--- config.mk ---
export PLATFORM = sky130hd
export DESIGN_NAME = video_timing
export DESIGN_NICKNAME = d
export VERILOG_FILES = /design/src/rtl/video_timing.sv
export SDC_FILE = /design/constraint.sdc
export NUM_CORES = 1
export LEC_CHECK = 0
export CORE_MARGIN = 2
export CORE_UTILIZATION = 40
export CTS_CLUSTER_SIZE = 40
export DETAILED_ROUTE_END_ITERATION = 16
export GPL_TIMING_DRIVEN = 0
export PLACE_DENSITY_LB_ADDON = 0.05
export SYNTH_ARGS = -nofsm -noshare
export SYNTH_HDL_FRONTEND = slang
export SYNTH_SLANG_ARGS = --single-unit
--- constraint.sdc ---
create_clock -name gpu_clk -period 3.8 [get_ports gpu_clk]
set_input_delay 0.76 -clock gpu_clk [delete_from_list [all_inputs] [get_ports gpu_clk]]
set_output_delay 0.76 -clock gpu_clk [all_outputs]
set_load 0.01 [all_outputs]
--- src/rtl/video_timing.sv ---
// video_timing: raster position generator for a 640x480 style display that
// hosts a 512x480 active window, scaled 2x from a native 256x240 frame.
//
// Ports:
//   gpu_clk          - sole clock (pixel clock or integer multiple)
//   rst              - synchronous active-high reset
//   pix_en_i         - pixel advance enable
//   hsync_o          - horizontal sync, active low
//   vsync_o          - vertical sync, active low
//   display_x_o      - native column 0..255 inside the active window, else 0
//   display_y_o      - native row 0..239 on visible lines, else 0
//   display_active_o - position lies inside the 512x480 active window
//   vblank_o         - high on lines v >= V_VISIBLE
//   line_start_o     - one-clock strobe when h=0 is first presented
//   vblank_start_o   - one-clock strobe at (0, V_VISIBLE)
//   frame_start_o    - one-clock strobe at (0, 0)
//
// Every output is a register describing the position held in h_q/v_q.
// The next position and its decode are computed combinationally and loaded
// together, so outputs and counters always agree.
module video_timing #(
  parameter int H_VISIBLE = 640,
  parameter int H_FRONT   = 16,
  parameter int H_SYNC    = 96,
  parameter int H_BACK    = 48,
  parameter int V_VISIBLE = 480,
  parameter int V_FRONT   = 10,
  parameter int V_SYNC    = 2,
  parameter int V_BACK    = 33,
  parameter int H_BORDER  = 64
) (
  input  logic       gpu_clk,
  input  logic       rst,
  input  logic       pix_en_i,
  output logic       hsync_o,
  output logic       vsync_o,
  output logic [7:0] display_x_o,
  output logic [7:0] display_y_o,
  output logic       display_active_o,
  output logic       vblank_o,
  output logic       line_start_o,
  output logic       vblank_start_o,
  output logic       frame_start_o
);

  localparam int H_TOTAL = H_VISIBLE + H_FRONT + H_SYNC + H_BACK;
  localparam int V_TOTAL = V_VISIBLE + V_FRONT + V_SYNC + V_BACK;
  localparam int HW      = $clog2(H_TOTAL);
  localparam int VW      = $clog2(V_TOTAL);

  localparam logic [HW-1:0] H_LAST     = HW'(H_TOTAL - 1);
  localparam logic [HW-1:0] H_SYNC_BEG = HW'(H_VISIBLE + H_FRONT);
  localparam logic [HW-1:0] H_SYNC_END = HW'(H_VISIBLE + H_FRONT + H_SYNC);
  localparam logic [HW-1:0] H_ACT_BEG  = HW'(H_BORDER);
  localparam logic [HW-1:0] H_ACT_END  = HW'(H_BORDER + 512);
  localparam logic [VW-1:0] V_LAST     = VW'(V_TOTAL - 1);
  localparam logic [VW-1:0] V_VIS      = VW'(V_VISIBLE);
  localparam logic [VW-1:0] V_SYNC_BEG = VW'(V_VISIBLE + V_FRONT);
  localparam logic [VW-1:0] V_SYNC_END = VW'(V_VISIBLE + V_FRONT + V_SYNC);

  logic [HW-1:0] h_q, h_n;
  logic [VW-1:0] v_q, v_n;
  // Set while in reset; the first clock after release presents (0,0) with
  // its strobes regardless of pix_en_i.
  logic          restart_q;
  // A new position is loaded this clock (fresh position => strobes allowed).
  logic          present;

  logic          hsync_d, vsync_d, active_d, vblank_d, v_vis_d;
  logic [7:0]    x_d, y_d;

  always_comb begin
    h_n     = h_q;
    v_n     = v_q;
    present = 1'b0;
    if (restart_q) begin
      h_n     = '0;
      v_n     = '0;
      present = 1'b1;
    end else if (pix_en_i) begin
      present = 1'b1;
      if (h_q == H_LAST) begin
        h_n = '0;
        v_n = (v_q == V_LAST) ? '0 : v_q + 1'b1;
      end else begin
        h_n = h_q + 1'b1;
      end
    end
  end

  always_comb begin
    hsync_d  = !((h_n >= H_SYNC_BEG) && (h_n < H_SYNC_END));
    vsync_d  = !((v_n >= V_SYNC_BEG) && (v_n < V_SYNC_END));
    v_vis_d  = (v_n < V_VIS);
    vblank_d = !v_vis_d;
    active_d = (h_n >= H_ACT_BEG) && (h_n < H_ACT_END) && v_vis_d;
    // Each native pixel/line spans two raster pixels/lines.
    x_d      = active_d ? 8'((h_n - H_ACT_BEG) >> 1) : 8'd0;
    y_d      = v_vis_d ? 8'(v_n >> 1) : 8'd0;
  end

  always_ff @(posedge gpu_clk) begin
    if (rst) begin
      h_q              <= '0;
      v_q              <= '0;
      restart_q        <= 1'b1;
      hsync_o          <= 1'b1;
      vsync_o          <= 1'b1;
      display_x_o      <= 8'd0;
      display_y_o      <= 8'd0;
      display_active_o <= 1'b0;
      vblank_o         <= 1'b0;
      line_start_o     <= 1'b0;
      vblank_start_o   <= 1'b0;
      frame_start_o    <= 1'b0;
    end else begin
      restart_q      <= 1'b0;
      line_start_o   <= 1'b0;
      vblank_start_o <= 1'b0;
      frame_start_o  <= 1'b0;
      if (present) begin
        h_q              <= h_n;
        v_q              <= v_n;
        hsync_o          <= hsync_d;
        vsync_o          <= vsync_d;
        display_x_o      <= x_d;
        display_y_o      <= y_d;
        display_active_o <= active_d;
        vblank_o         <= vblank_d;
        line_start_o     <= (h_n == '0);
        vblank_start_o   <= (h_n == '0) && (v_n == V_VIS);
        frame_start_o    <= (h_n == '0) && (v_n == '0);
      end
    end
  end

endmodule
# Word-level counts from Yosys, hierarchy flattened
# Index checks and enable logic that the tools add are counted.
# Widths: inputs -> output; s select.
[op_classes]
n_addsub = 3
mul = 0
div = 0
magnitude_cmp = 7
n_eq_ne = 3
shift = 0
n_mux = 12
bitwise_logic = 1
n_reduce_logical = 12
[op_table]
columns = ["operator", "count"]
rows = [
  ["$mux 10", 7],
  ["$add 10x1->10 const B", 2],
  ["$eq 10x10->1 const B", 2],
  ["$logic_not 10->1", 2],
  ["$lt 10x10->1 const B", 2],
  ["$lt 10x9->1 const B", 2],
  ["$mux 8", 2],
  ["$eq 10x9->1 const B", 1],
  ["$ge 10x10->1 const B", 1],
  ["$ge 10x7->1 const B", 1],
  ["$ge 10x9->1 const B", 1],
  ["$sub 9x7->9 const B", 1],
  ["$logic_and 1x1->1", 6],
  ["$logic_not 1->1", 3],
  ["$mux 1", 3],
  ["$reduce_or 2->1", 1],
  ["$not 1->1", 1],
]
[totals]
register_bits = 44
latch_bits = 0
ram_bits = 0
romBits = 0
in_bits = 3
out_inout_bits = 23
elab_cells = 50
n_memories = 0

# Depth between registers and ports, before layout
[logic_depth]
ltp_word = 8
depth_mapped = 12
ltp_nobuf = 12

# Least setup slack after synthesis
# OpenSTA, ideal clock, no wires.
[synth_path]
kind = "input-to-reg"
from = "in pix_en_i"
to = "reg display_x_o[2]"
setup_time_ns = 0.119
arrival_time_ns = 3.083
t_required_ns = 3.681
setup_slack_ns = 0.599
path_stages = 12
n_path_buf = 2
cell_sequence = "clkbuf_1 nand2_1 or4_1 buf_2 nand2_1 or2_2 ha_1 inv_1 or3_1 a32o_1 nand4_1 o21ai_1"
[synth_between]
elab_chain_cells = 6
elab_cells_between_ends = 13
classes_between = "1 x add/sub; 3 x order compare; 7 x mux; 2 x reduce/logical"
[synth_lines]
columns = ["element", "line_no", "text"]
rows = [
  ["start, declared", "34", "input logic pix_en_i,"],
  ["$mux 10", "80", "end else if (pix_en_i) begin"],
  ["$mux 10", "76", "if (restart_q) begin"],
  ["$ge 10x7->1 or $lt 10x10->1 (tied branches)", "96", "active_d = (h_n >= H_ACT_BEG) && (h_n < H_ACT_END) && v_vis_d;"],
  ["$logic_and 1x1->1 (2 in a row)", "96", ""],
  ["$mux 8", "98", "x_d = active_d ? 8'((h_n - H_ACT_BEG) >> 1) : 8'd0;"],
  ["end signal, assigned", "109", "display_x_o <= 8'd0;"],
  ["end signal, assigned", "126", "display_x_o <= x_d;"],
  ["end, declared", "37", "output logic [7:0] display_x_o,"],
]
# Several ways; a longest one is shown, not always the timed one.
# A chain may end at the register's enable or synchronous reset.

# Worst setup path in the final report
[layout_path]
from = "in pix_en_i"
to = "reg display_x_o[4]"
# The elaborated chain is that of the path after synthesis.

==> impl_metrics.env <==
export IMPL_run_status="finished, final reports clean"
export IMPL_die_w_um=80.8
export IMPL_htreeDepth=2
export IMPL_async_flop_share=0
export IMPL_dpl_worst_slack_ps=112
export IMPL_netlist_area_leader_share=0.374
export IMPL_path_class="primary input to register"
export IMPL_cts_resized=0
export IMPL_setup_viol=0
export IMPL_dpl_hpwl_um=4670
export IMPL_stdcell_area_sq_um=2780
export IMPL_rows=27
export IMPL_syn_area_per_cell_sq_um=8.07
export IMPL_dpl_cell_area_sq_um=2690
export IMPL_arrival_ps=3560
export IMPL_ys_ff_latch=44
export IMPL_synthTopCellsByArea="dfxtp_1 37%, nor2_1 4.9%, nand2_1 4.5%"
export IMPL_antenna_found_initial=0
export IMPL_clk_pin_slew_worst_paths_ps=80
export IMPL_tightest_slew_ps=970
export IMPL_nets=334
export IMPL_gp_congestion=0.887
export IMPL_core_sq_um=5610
export IMPL_drv_slew=0
export IMPL_synth_ff_type="dfxtp_1"
export IMPL_drive_above_1_share=0.0741
export IMPL_clock_sinks=44
export IMPL_drt_first_pass_iters=4
export IMPL_max_cap_violations=0
export IMPL_p_leak_nw=0.963
export IMPL_hold_slack_ps=445
export IMPL_powerDensity_nw_per_um2=297
export IMPL_setup_tns_ps=0
export IMPL_irDropWorstVdd_mv=0.164
export IMPL_synth_most_common_cell="dfxtp_1"
export IMPL_crit_required_ps=3970
export IMPL_cts_tree="built"
export IMPL_grt_pass1_wl_um=10500
export IMPL_initial_core_util=0.420
export IMPL_grtUsageTotal=0.215
export IMPL_rsz0062_at_grt="false"
export IMPL_fin_crit_ps=3390
export IMPL_yosysTopAreaCell="dfxtp_1"
export IMPL_antenna_cells=0
export IMPL_post_synth_num_cell_types=54
export IMPL_drtIter0Drc=179
export IMPL_synth_warnings=0
export IMPL_cts_root_buf="clkbuf_8"
export IMPL_grt_pass1_vias=2016
export IMPL_critical_path_startpoint_type="primary input"
export IMPL_area_delta_synth_final_pct=18.0
export IMPL_fillers=590
export IMPL_postRouteAntennaNets=0
export IMPL_viasPerCell=5.53
export IMPL_layout_setup_ws_ps=410
export IMPL_grt_max_degree=14
export IMPL_synth_edf_count=0
export IMPL_dieArea_sq_um=6520
export IMPL_relSlewSlack=0.348
export IMPL_crit_path_end_kind="register"
export IMPL_io_pins=26
export IMPL_cts_setup_buffers=0
export IMPL_clk_latency_ps=300
export IMPL_ctsHoldBuffers=0
export IMPL_drc=0
export IMPL_syn_area_sq_um=2360
export IMPL_synth_commonest_cells="44 x dfxtp_1, 31 x nor2_1, 28 x nand2_1"
export IMPL_max_freq_mhz=295
export IMPL_io_buffers=24
export IMPL_total_power_mw=0.827
export IMPL_grt_overflow_total=0
export IMPL_die_h_um=80.8
export IMPL_min_period_over_period=0.892
export IMPL_syn_num_nets=303
export IMPL_avgRoutedWirePerCell_um=16.4
export IMPL_syn_inst=292
export IMPL_hold_path_class="register to register"
export IMPL_clockBufferDepth=2
export IMPL_final_hold_viol_count=0
export IMPL_seq_area_frac_synth=0.374
export IMPL_final_setup_skew_ps=6.37
export IMPL_crit_fanout=9
export IMPL_routed_wl_um=6480
export IMPL_cts_buffers=5
export IMPL_dr_total_vias=2190
## cell families (layout without fill, tap and decap cells)
logic type / count (synthesis) / in the layout / share of synthesized area
and+or+nand+nor: 134 / 134 / 0.290
AOI/OAI and AO/OA: 59 / 59 / 0.180
DFF: 44 / 44 / 0.374
buffers and inverters: 30 / 62 / 0.0499
xor gates and xnor gates: 15 / 15 / 0.0557
adders and majority gates: 8 / 8 / 0.0425
muxes: 2 / 2 / 0.00849
## where the power goes
part / total, mW / switching (mW) / internal [mW]
clock: 0.313 / 0.165 / 0.148
sequential: 0.466 / 0.00173 / 0.464
combinational: 0.0481 / 0.0345 / 0.0136
## layout by cell type, fill, tap and decap left out, types with 3 or more instances in the layout
master and instances:
clkdlybuf4s50_1 24, nand4_1 8, a31oi_1 3, a21oi_1 5
ha_1 8, nor4_1 4, xnor2_1 7, nor2_1 31
nor2b_1 5, nand2_1 28, clkbuf_8 6, xor2_1 8
nor3_1 15, clkbuf_1 14, and2_1 3, dfxtp_1 44
nand3_1 15, o21ai_0 11, inv_1 13, nand3b_1 3
or4_1 3, o21ai_1 10, or3_1 5, a32o_1 3
buf_2 3, or2_2 6
## worst paths after layout
check / startpoint / endpoint / slack (ps) / depth (start not counted)
worst min register to register: display_active_o$_SDFFE_PP0N_ / display_active_o$_SDFFE_PP0N_ / 450 / 2
worst min-delay path: display_active_o$_SDFFE_PP0N_ / display_active_o$_SDFFE_PP0N_ / 450 / 2
worst max register to register: h_q[0]$_SDFFE_PP0N_ / display_x_o[4]$_SDFFE_PP0N_ / 590 / 12
worst max-delay path: pix_en_i / display_x_o[4]$_SDFFE_PP0N_ / 410 / 12
## area by class of cell
cell class                 instances  area [sq um]  share of cell area
multi-input combinational        218          1360               0.489
sequential                        44           881               0.317
timing repair buffer              24           240              0.0864
tap                               72          90.1              0.0324
clock buffer                       7          86.3              0.0310
buffer                            17          68.8              0.0247
inverter                          13          48.8              0.0175
clock inverter                     1          7.51             0.00270
## through the flow
step                       util  instances
final                     0.496        396
after global routing      0.496        396
after CTS                 0.496        396
after detailed placement  0.479        388
after global placement    0.479        388
after floorplan               -        292
## metal layers
| metal | track usage | share of wire |
|---|---|---|
| met1 | 0.314 | 0.49 |
| met2 | 0.325 | 0.43 |
| met3 | 0.0378 | 0.069 |
| met4 | 0.0644 | 0.012 |
| met5 | 0 | 0 |
## critical path, cell delays in order
cell      delay (ps)
clkbuf_1         360
nand2_1          280
or4_1            540
buf_2            190
nand2_1          120
or2_2            180
ha_1             190
inv_1             60
or3_1            360
a32o_1           270
nand4_1          180
o21ai_1           70
## sequential cells by signal, indices dropped and copies added (netlist names), 8 cells and up
signal / count
v_q: 10
display_y_o: 8
h_q: 10
display_x_o: 8
No activity file was read; power rests on OpenSTA's default activity.
